==> src/rtl/rf_wb_queue_if.sv <==
// rf_wb_queue_if: bundle of the writeback-queue signals.
//   alu_*   : fixed-latency ALU result (no backpressure)
//   mem_*   : variable-latency slow result, valid/ready handshake
//   issue_* : slow-op dispatch, marks destination pending
//   we/w_addr/wdata : registered register-file write port
//   pend_mask : per-register pending-slow-result bits
//   q_cnt   : slow-result FIFO occupancy
// master = result producers / issue logic / register file side,
// slave  = the queue itself.
interface rf_wb_queue_if #(
  parameter int DEPTH = 4,
  parameter int DW    = 16,
  parameter int AW    = 4
);
  localparam int CW = $clog2(DEPTH) + 1;

  logic              alu_vld;
  logic [AW-1:0]     alu_dst;
  logic [DW-1:0]     alu_data;
  logic              mem_vld;
  logic [AW-1:0]     mem_dst;
  logic [DW-1:0]     mem_data;
  logic              mem_rdy;
  logic              issue_vld;
  logic [AW-1:0]     issue_dst;
  logic              we;
  logic [AW-1:0]     w_addr;
  logic [DW-1:0]     wdata;
  logic [2**AW-1:0]  pend_mask;
  logic [CW-1:0]     q_cnt;

  modport master (
    output alu_vld, alu_dst, alu_data,
    output mem_vld, mem_dst, mem_data,
    input  mem_rdy,
    output issue_vld, issue_dst,
    input  we, w_addr, wdata, pend_mask, q_cnt
  );

  modport slave (
    input  alu_vld, alu_dst, alu_data,
    input  mem_vld, mem_dst, mem_data,
    output mem_rdy,
    input  issue_vld, issue_dst,
    output we, w_addr, wdata, pend_mask, q_cnt
  );
endinterface

==> src/rtl/rf_wb_queue.sv <==
// rf_wb_queue: writeback stage feeding the single register-file write port.
// ALU results win the port; slow (load/multiply) results are buffered in a
// DEPTH-entry circular FIFO and drained whenever the ALU is idle, or bypass
// the FIFO when it is empty. A pending-destination scoreboard tracks
// outstanding slow ops for RAW-hazard stalls in the issue logic.
// Ports:
//   clk   - system clock, all state on posedge
//   rst_n - asynchronous active-low reset
//   bus   - rf_wb_queue_if.slave (results, handshake, issue, write port,
//           pend_mask, q_cnt)
module rf_wb_queue #(
  parameter int DEPTH = 4,
  parameter int DW    = 16,
  parameter int AW    = 4
) (
  input  logic          clk,
  input  logic          rst_n,
  rf_wb_queue_if.slave  bus
);
  localparam int PW = $clog2(DEPTH);
  localparam int CW = PW + 1;
  localparam int NR = 2 ** AW;

  // FIFO storage; contents need no reset since occupancy gates every read.
  logic [DW-1:0] data_mem [DEPTH];
  logic [AW-1:0] dst_mem  [DEPTH];

  logic [PW-1:0] wr_ptr_q, rd_ptr_q;
  logic [CW-1:0] cnt_q, cnt_d;
  logic          we_q, we_d;
  logic [AW-1:0] w_addr_q, w_addr_d;
  logic [DW-1:0] wdata_q, wdata_d;
  logic [NR-1:0] pend_q, pend_d;

  logic          accept, push, pop;
  logic          clr_en;
  logic [AW-1:0] clr_dst;

  // Ready depends on occupancy only, never on the incoming valids.
  assign bus.mem_rdy = (cnt_q != CW'(DEPTH));
  assign accept      = bus.mem_vld && bus.mem_rdy;

  always_comb begin
    we_d     = 1'b0;
    w_addr_d = w_addr_q;
    wdata_d  = wdata_q;
    push     = 1'b0;
    pop      = 1'b0;
    clr_en   = 1'b0;
    clr_dst  = '0;
    if (bus.alu_vld) begin
      we_d     = (bus.alu_dst != '0);
      w_addr_d = bus.alu_dst;
      wdata_d  = bus.alu_data;
      push     = accept;
    end else if (cnt_q != '0) begin
      we_d     = (dst_mem[rd_ptr_q] != '0);
      w_addr_d = dst_mem[rd_ptr_q];
      wdata_d  = data_mem[rd_ptr_q];
      pop      = 1'b1;
      push     = accept;
      clr_en   = 1'b1;
      clr_dst  = dst_mem[rd_ptr_q];
    end else if (accept) begin
      // Empty queue and idle ALU: write the slow result straight through.
      we_d     = (bus.mem_dst != '0);
      w_addr_d = bus.mem_dst;
      wdata_d  = bus.mem_data;
      clr_en   = 1'b1;
      clr_dst  = bus.mem_dst;
    end
  end

  assign cnt_d = cnt_q + {{PW{1'b0}}, push} - {{PW{1'b0}}, pop};

  // Scoreboard: a new issue beats a same-cycle clear since the new op is
  // still outstanding; register 0 never goes pending.
  genvar gi;
  generate
    for (gi = 0; gi < NR; gi++) begin : g_pend
      if (gi == 0) begin : g_zero
        assign pend_d[gi] = 1'b0;
      end else begin : g_reg
        logic set_hit, clr_hit;
        assign set_hit    = bus.issue_vld && (bus.issue_dst == AW'(gi));
        assign clr_hit    = clr_en && (clr_dst == AW'(gi));
        assign pend_d[gi] = set_hit || (pend_q[gi] && !clr_hit);
      end
    end
  endgenerate

  always_ff @(posedge clk or negedge rst_n) begin
    if (!rst_n) begin
      wr_ptr_q <= '0;
      rd_ptr_q <= '0;
      cnt_q    <= '0;
      we_q     <= 1'b0;
      w_addr_q <= '0;
      wdata_q  <= '0;
      pend_q   <= '0;
    end else begin
      if (push) wr_ptr_q <= wr_ptr_q + 1'b1;
      if (pop)  rd_ptr_q <= rd_ptr_q + 1'b1;
      cnt_q    <= cnt_d;
      we_q     <= we_d;
      w_addr_q <= w_addr_d;
      wdata_q  <= wdata_d;
      pend_q   <= pend_d;
    end
  end

  always_ff @(posedge clk) begin
    if (push) begin
      data_mem[wr_ptr_q] <= bus.mem_data;
      dst_mem[wr_ptr_q]  <= bus.mem_dst;
    end
  end

  assign bus.we        = we_q;
  assign bus.w_addr    = w_addr_q;
  assign bus.wdata     = wdata_q;
  assign bus.pend_mask = pend_q;
  assign bus.q_cnt     = cnt_q;

  // Issuing to a register that is still pending is an issue-logic bug,
  // unless that register's result retires on this very edge.
  a_no_double_issue: assert property (@(posedge clk) disable iff (!rst_n)
    (bus.issue_vld && bus.issue_dst != '0) |->
      (!pend_q[bus.issue_dst] || (clr_en && clr_dst == bus.issue_dst)));
endmodule

==> src/flat_wrapper.sv <==
// flat-port wrapper written by rule: the top's interface ports become plain ports
module rf_wb_queue_flat 
#(
  parameter int DEPTH = 4,
  parameter int DW    = 16,
  parameter int AW    = 4
)
  (clk, rst_n, bus_alu_vld, bus_alu_dst, bus_alu_data, bus_mem_vld, bus_mem_dst, bus_mem_data, bus_mem_rdy, bus_issue_vld, bus_issue_dst, bus_we, bus_w_addr, bus_wdata, bus_pend_mask, bus_q_cnt);
  rf_wb_queue_if #(.DEPTH(DEPTH), .DW(DW), .AW(AW)) bus_i ();
  input  logic clk;
  input  logic rst_n;
  input wire logic [$bits(bus_i.alu_vld)-1:0] bus_alu_vld;
  input wire logic [$bits(bus_i.alu_dst)-1:0] bus_alu_dst;
  input wire logic [$bits(bus_i.alu_data)-1:0] bus_alu_data;
  input wire logic [$bits(bus_i.mem_vld)-1:0] bus_mem_vld;
  input wire logic [$bits(bus_i.mem_dst)-1:0] bus_mem_dst;
  input wire logic [$bits(bus_i.mem_data)-1:0] bus_mem_data;
  output wire logic [$bits(bus_i.mem_rdy)-1:0] bus_mem_rdy;
  input wire logic [$bits(bus_i.issue_vld)-1:0] bus_issue_vld;
  input wire logic [$bits(bus_i.issue_dst)-1:0] bus_issue_dst;
  output wire logic [$bits(bus_i.we)-1:0] bus_we;
  output wire logic [$bits(bus_i.w_addr)-1:0] bus_w_addr;
  output wire logic [$bits(bus_i.wdata)-1:0] bus_wdata;
  output wire logic [$bits(bus_i.pend_mask)-1:0] bus_pend_mask;
  output wire logic [$bits(bus_i.q_cnt)-1:0] bus_q_cnt;
  assign bus_i.alu_vld = bus_alu_vld;
  assign bus_i.alu_dst = bus_alu_dst;
  assign bus_i.alu_data = bus_alu_data;
  assign bus_i.mem_vld = bus_mem_vld;
  assign bus_i.mem_dst = bus_mem_dst;
  assign bus_i.mem_data = bus_mem_data;
  assign bus_mem_rdy = bus_i.mem_rdy;
  assign bus_i.issue_vld = bus_issue_vld;
  assign bus_i.issue_dst = bus_issue_dst;
  assign bus_we = bus_i.we;
  assign bus_w_addr = bus_i.w_addr;
  assign bus_wdata = bus_i.wdata;
  assign bus_pend_mask = bus_i.pend_mask;
  assign bus_q_cnt = bus_i.q_cnt;
  rf_wb_queue #(.DEPTH(DEPTH), .DW(DW), .AW(AW)) u_core (.clk(clk), .rst_n(rst_n), .bus(bus_i));
endmodule
==> config.mk <==
export PLATFORM = sky130hd
export DESIGN_NAME = rf_wb_queue_flat
export DESIGN_NICKNAME = d
export VERILOG_FILES = /design/src/rtl/rf_wb_queue_if.sv /design/src/rtl/rf_wb_queue.sv /design/src/flat_wrapper.sv
export SDC_FILE = /design/constraint.sdc
export NUM_CORES = 1
export LEC_CHECK = 0
export ABC_AREA = 1
export BUFFER_PORTS_ARGS = -buffer_cell sky130_fd_sc_hd__buf_2
export CAP_MARGIN = 5
export CELL_PAD_IN_SITES_DETAIL_PLACEMENT = 1
export CELL_PAD_IN_SITES_GLOBAL_PLACEMENT = 2
export CORE_MARGIN = 2
export CORE_UTILIZATION = 32
export CTS_CLUSTER_DIAMETER = 200
export DETAILED_ROUTE_END_ITERATION = 8
export GPL_ROUTABILITY_DRIVEN = 0
export PLACE_DENSITY_LB_ADDON = 0.1
export SKIP_LAST_GASP = 1
export SYNTH_ARGS = -nofsm -noshare
export SYNTH_HDL_FRONTEND = slang
export SYNTH_SLANG_ARGS = --single-unit
==> constraint.sdc <==
create_clock -name clk -period 2.5 [get_ports clk]
set_clock_uncertainty 0.15 [all_clocks]
set_input_delay 0 -clock clk [delete_from_list [all_inputs] [get_ports clk]]
set_output_delay 0 -clock clk [all_outputs]
set_load 0.005 [all_outputs]
* Yosys cells after proc, flatten, opt, wreduce, memory -nomap -nowiden
Memory sizes are Yosys's and may differ from the RTL's. Cells that the tools add are included.
Storage, ports and cells: bits in registers 43, bits in writable memories 80, input bits 49, memories 2
Operators by class: $add $sub $neg 4, equality and inequality tests 31, muxes and demuxes 21, reductions and logical operators 81
Memories:
- u_core.data_mem | depth 4, bits a word 16, rd ports 1, clocked after memory_dff 0, write ports 1, line rf_wb_queue.sv:25 | logic [DW-1:0] data_mem [DEPTH];
- u_core.dst_mem | depth 4, bits a word 4, rd ports 1, clocked after memory_dff 0, write ports 1, line rf_wb_queue.sv:26 | logic [AW-1:0] dst_mem [DEPTH];
Operator list (count):
- $eq A4 B4 Y1 const B | 16
- $mux W16 | 3
- $logic_and A1 B1 Y1 | 46
- $eq A4 B3 Y1 const B | 8
- $mux W4 | 6
- $eq A4 B2 Y1 const B | 4
- $logic_not A1 Y1 | 15
- $logic_or A1 B1 Y1 | 15
- $mux W1 | 12
- $reduce_bool A4 Y1 | 3
- $eq A4 B1 Y1 const B | 2
- $reduce_bool A3 Y1 | 2
- $add A2 B1 Y2 const B | 2
- $add A3 B1 Y3 | 1
- $ne A3 B3 Y1 const B | 1
- $sub A3 B1 Y3 | 1

* Depth between registers and ports, before layout
depth in word-level cells 10, mapped depth 12

* Worst setup path after synthesis
Ideal clock, no wire load.
path type reg-to-reg, from reg u_core.cnt_q[1] (netlist: u_core.bus.q_cnt[1]), to reg u_core.cnt_q[2] (netlist: u_core.bus.q_cnt[2]), data arrival time 2.255 ns, path slack -0.034 ns, cell stages (with the launch flop) 13, period minus slack after synthesis 2.534 ns, path through dfrtp_1 > nor2_4 > nand2_4 > nand2_1 > inv_2 > buf_2 > ha_1 > inv_1 > ha_1 > inv_1 > fa_1 > xnor2_1 > xor2_1
RTL lines:
- start: declaration | line rf_wb_queue.sv:29 | logic [CW-1:0] cnt_q, cnt_d;
- start signal: assignment | line rf_wb_queue.sv:104 | cnt_q <= cnt_d;
- $reduce_bool A3 Y1 | line rf_wb_queue.sv:56 | end else if (cnt_q != '0) begin
- $mux W1 | line rf_wb_queue.sv:56
- $mux W1 | line rf_wb_queue.sv:51 | if (bus.alu_vld) begin
- via u_core.pop | line rf_wb_queue.sv:35 | logic accept, push, pop;
- $sub A3 B1 Y3 | line rf_wb_queue.sv:74 | assign cnt_d = cnt_q + {{PW{1'b0}}, push} - {{PW{1'b0}}, pop};
- via u_core.cnt_d[2] | line rf_wb_queue.sv:29
The timed path passes the listed nets, and every way through them passes these cells. A chain may end at the register's enable or synchronous reset.

* Worst setup path after layout
from reg u_core.cnt_q[1] (netlist: u_core.bus.q_cnt[1]), to reg u_core.cnt_q[2] (netlist: u_core.bus.q_cnt[2])
On the way: word-level cells in the longest chain between the ends 6
RTL lines:
- $ne A3 B3 Y1 | line rf_wb_queue.sv:40 | assign bus.mem_rdy = (cnt_q != CW'(DEPTH));
- $logic_and A1 B1 Y1 | line rf_wb_queue.sv:41 | assign accept = bus.mem_vld && bus.mem_rdy;
- $mux W1 | line rf_wb_queue.sv:56
- $mux W1 | line rf_wb_queue.sv:51
- $add A3 B1 Y3 | line rf_wb_queue.sv:74
- $sub A3 B1 Y3 * | line rf_wb_queue.sv:74
- via u_core.cnt_d[2] | line rf_wb_queue.sv:29
Mark *: on every way through the listed nets, which the timed path passes. The rest lies on a longest branch.

==> run summary <==
The hold violation count in the final report came out at 15. Yosys mapped a number of flops with a built-in enable equal to 80. The final worst setup slack is 0.112 ns.

The setup check on the worst reg-to-reg path leaves a slack of 0.11 ns. The total CTS buffers is 17. The net count of the finished layout is 730.

After detailed routing, the average wire length per cell comes to 16.9 um. The worst hold slack is -0.00844 ns. The post-route non-filler standard cell count is 907. The count of nets left with antenna violations once routing finished came out at 0. The overall global routing resource usage came out at 17.9%.

Along the worst path, the maximum fanout reaches 5. The number of warnings reported in the yosys synthesis log came out at 0. The worst setup path is of the flip-flop to flip-flop kind. Max-cap violations in this run came to 0. 0 antenna diodes ended up in the layout. The total of endpoints with negative setup slack in the final report is 0.

The sequential cell area in the final layout is 3480 sq um. For the final routed database, the setup TNS stands at 0 ns. The number of fillers in the final layout came out at around 1900. The type of the tightest min-delay check is input port to async pin.

The critical path required time came out at 2.68 ns. The detail-routed via count per cell is between 4 and 5. The number of global-route vias before repair came out at 4608.

Setup repair after global routing could not meet its margin everywhere. Dividing the final minimum period by the clock period gives 95.5%. Of the cells placed in the final design, the portion with a size suffix greater than 1 is 24.2%. The clock drives 123 sinks. Summed over all layers, the global routing overflow is 0.

The leakage power figure came out at 3.08 nW. The latest clock arrival within the worst-skew pair came out at 0.41 ns. The worst setup path is captured at a flip-flop.

Dividing the synthesized area by the synthesized cell count gives approximately 11 sq um. In the synthesized netlist the async set-or-reset flop fraction comes to 35.0%. The wire length reported by the detailed router came out at 15.3 mm. Among all flip-flop cells after synthesis, the most frequent one is edfxtp_1.

Leaving out fill and tap cells, the most frequent cell in the layout is nand2_1. Entering global routing, the biggest net connects 29 pins. At the pin with the least slew margin, the transition time is 0.681 ns. The worst setup path is launched from a flip-flop. Measured on the finished design, the core utilization comes to between 40% and 50%. Dividing total power by cell area gives a power density of 1130 nW/um^2.

The count of unresolved DRC violations after routing is 0. The minimum period implied by the final worst setup slack is 2.39 ns. The starting utilization of the core area came out at 32.7%. The synthesized cell area is 5430 sq um. The max-slew violation count came out at 0. The die extent in y is ~130 um. The synthesized netlist net count came out at 570.

The setup slack after placement came out at 0.0817 ns. The HPWL after detailed placement is 10.2 mm. Counting distinct cell types in the post-synthesis netlist gives 38. The number of cells after detailed placement is 818. The synthesized instance count is between 500 and 600.

In the layout the commonest cells are 130 x nand2_1, 88 x buf_2, 80 x edfxtp_1. The width of the die is 134 um. The flow ran to the end, but the final reports show violations.

In this run the count of I/O pins placed on the die edge is 90. The clock-pin slew on the worst setup and hold paths came out at 0.05 ns. The first global-routing pass estimated 24.4 mm of wire. In this run the tool buffered the top-level ports with 88 buffer cells. The floorplan row count came out at 47.

In the final layout, the multi-input gates occupy around 1700 sq um. Counting along the longest clock path gives a buffer depth of 2. The worst supply voltage drop on vdd came out at 0.530 mV.

The total area inside the core boundary comes to 16600 sq um. Relative to the synthesized area, the layout overhead comes to 35.1%. The detailed router placed about 4300 vias in this run.

The number of antenna violations at the first check in global routing is 0. The highest clock frequency the design can meet is 419 MHz. The starting DRC count in detailed routing is between 150 and 200. The sequential cell area fraction in the yosys report came out at 64.1%. The deepest level of the CTS H-tree is 4. The worst slew slack as a fraction of its limit came out at 54.2%.

The flip-flop and latch count after synthesis came out at 123. The die covers about 18000 sq um. The number of optimization iterations in the first detailed-route pass is 5. The final reports fail on negative hold slack. The root cell of the clock tree is clkbuf_16.

STA puts the critical path data arrival time at 2.57 ns. TritonCTS built the clock tree.
[cell families (layout without fill, tap and decap cells)]
family | Yosys count | in the layout | share of synthesized area [%]
buffers and inverters | 51 | 224 | 4.11
other | 1 | 1 | 0.0691
adder cells (fa/ha/maj) | 7 | 7 | 1.75
flip-flops | 123 | 123 | 64.1
AND/OR/NAND/NOR | 245 | 245 | 20.6
AO/OA/AOI/OAI | 83 | 83 | 8.74
XOR/XNOR | 4 | 4 | 0.646
[critical path, cell delays in order, from the launching register on]
cell and delay [ns]:
dfrtp_2 0.45, nor2_4 0.19, nand2_4 0.10, nand2_1 0.12
inv_2 0.05, ha_1 0.26, inv_1 0.06, ha_1 0.14
inv_1 0.05, fa_1 0.37, xnor2_1 0.20, xor2_1 0.16
[metrics by stage]
step / area, sq um / power, W
after detailed placement: 6180 / 0.00594
after floorplan: 5430 / 0.00484
after global placement: 6180 / 0.00587
after CTS: 7310 / 0.00842
after global routing: 7330 / 0.00891
final: 7330 / 0.00830
[sequential cells by signal, summed over array words and instances, names as in the netlist]
signal,flops
u_core.wr_ptr_q,2
u_core.rd_ptr_q,2
u_core.bus.pend_mask,15
u_core.bus.q_cnt,3
u_core.data_mem,64
u_core.dst_mem,16
u_core.bus.w_addr,4
u_core.bus.wdata,16
u_core.bus.we,1
[layout make-up]
type                            instances  share of cell area, %
Clock buffer                           21                   6.01
Multi-Input combinational cell        340                   23.8
Sequential cell                       123                   47.5
Timing Repair Buffer                  162                   15.7
Tap cell                              220                   3.76
Clock inverter                         11                   1.72
Inverter                               30                   1.54
[power breakdown]
part           switching, W  total, W  leakage (nW)  internal (W)
clock              0.000831   0.00238         0.281       0.00155
sequential         0.000266   0.00307          1.23       0.00280
combinational       0.00178   0.00286          1.56       0.00108
total               0.00288   0.00830          3.08       0.00542
[routing by layer]
| layer | track usage (%) | share of wire [%] | vias to the layer above |
|---|---|---|---|
| li1 | - | - | 2071 |
| met1 | 22.1 | 45 | 2083 |
| met2 | 30.9 | 50 | 78 |
| met3 | 3.25 | 2.5 | 20 |
| met4 | 7.60 | 2.2 | 0 |
| met5 | 0 | 0 | - |
[cells in the mapped netlist, types with 3 or more instances]
| master | count | area, sq um |
|---|---|---|
| a21oi_1 | 10 | 50.1 |
| a22oi_1 | 4 | 30.0 |
| a31oi_1 | 3 | 18.8 |
| buf_2 | 10 | 50.1 |
| buf_4 | 3 | 22.5 |
| clkbuf_1 | 7 | 26.3 |
| dfrtp_1 | 43 | 1080 |
| edfxtp_1 | 80 | 2400 |
| ha_1 | 6 | 75.1 |
| inv_1 | 22 | 82.6 |
| inv_2 | 8 | 30.0 |
| nand2_1 | 130 | 488 |
| nand2_2 | 6 | 37.5 |
| nand3_1 | 17 | 85.1 |
| nand3_4 | 3 | 52.6 |
| nand4_1 | 9 | 56.3 |
| nor2_1 | 63 | 236 |
| nor2_4 | 5 | 56.3 |
| o211ai_1 | 4 | 30.0 |
| o21a_1 | 7 | 52.6 |
| o21ai_0 | 34 | 170 |
| o21ai_1 | 11 | 55.1 |
| o22ai_1 | 8 | 50.1 |
| xor2_1 | 3 | 26.3 |
[final timing paths]
| kind | start | to | depth (start not counted) |
|---|---|---|---|
| worst max-delay path | u_core.bus.q_cnt[1]$_DFF_PN0_ | u_core.bus.q_cnt[2]$_DFF_PN0_ | 11 |
| worst max register to register | u_core.bus.q_cnt[1]$_DFF_PN0_ | u_core.bus.q_cnt[2]$_DFF_PN0_ | 11 |
| min in group clk | bus_mem_data[3] | u_core.data_mem[0][3]$_DFFE_PP_ | 2 |
| max in group asynchronous | rst_n | u_core.bus.wdata[10]$_DFFE_PN0P_ | 3 |
| worst min register to register | u_core.bus.pend_mask[12]$_DFF_PN0_ | u_core.bus.pend_mask[12]$_DFF_PN0_ | 2 |
| worst min-delay path | rst_n | u_core.bus.wdata[14]$_DFFE_PN0P_ | 2 |
[repair_timing]
action                     CTS  global route
gates resized for setup      0             2
setup endpoints to repair    0            41
hold endpoints to repair   159             0
hold buffers                56             0
buffers inserted             0             1
(Power assumes the default switching activity.)
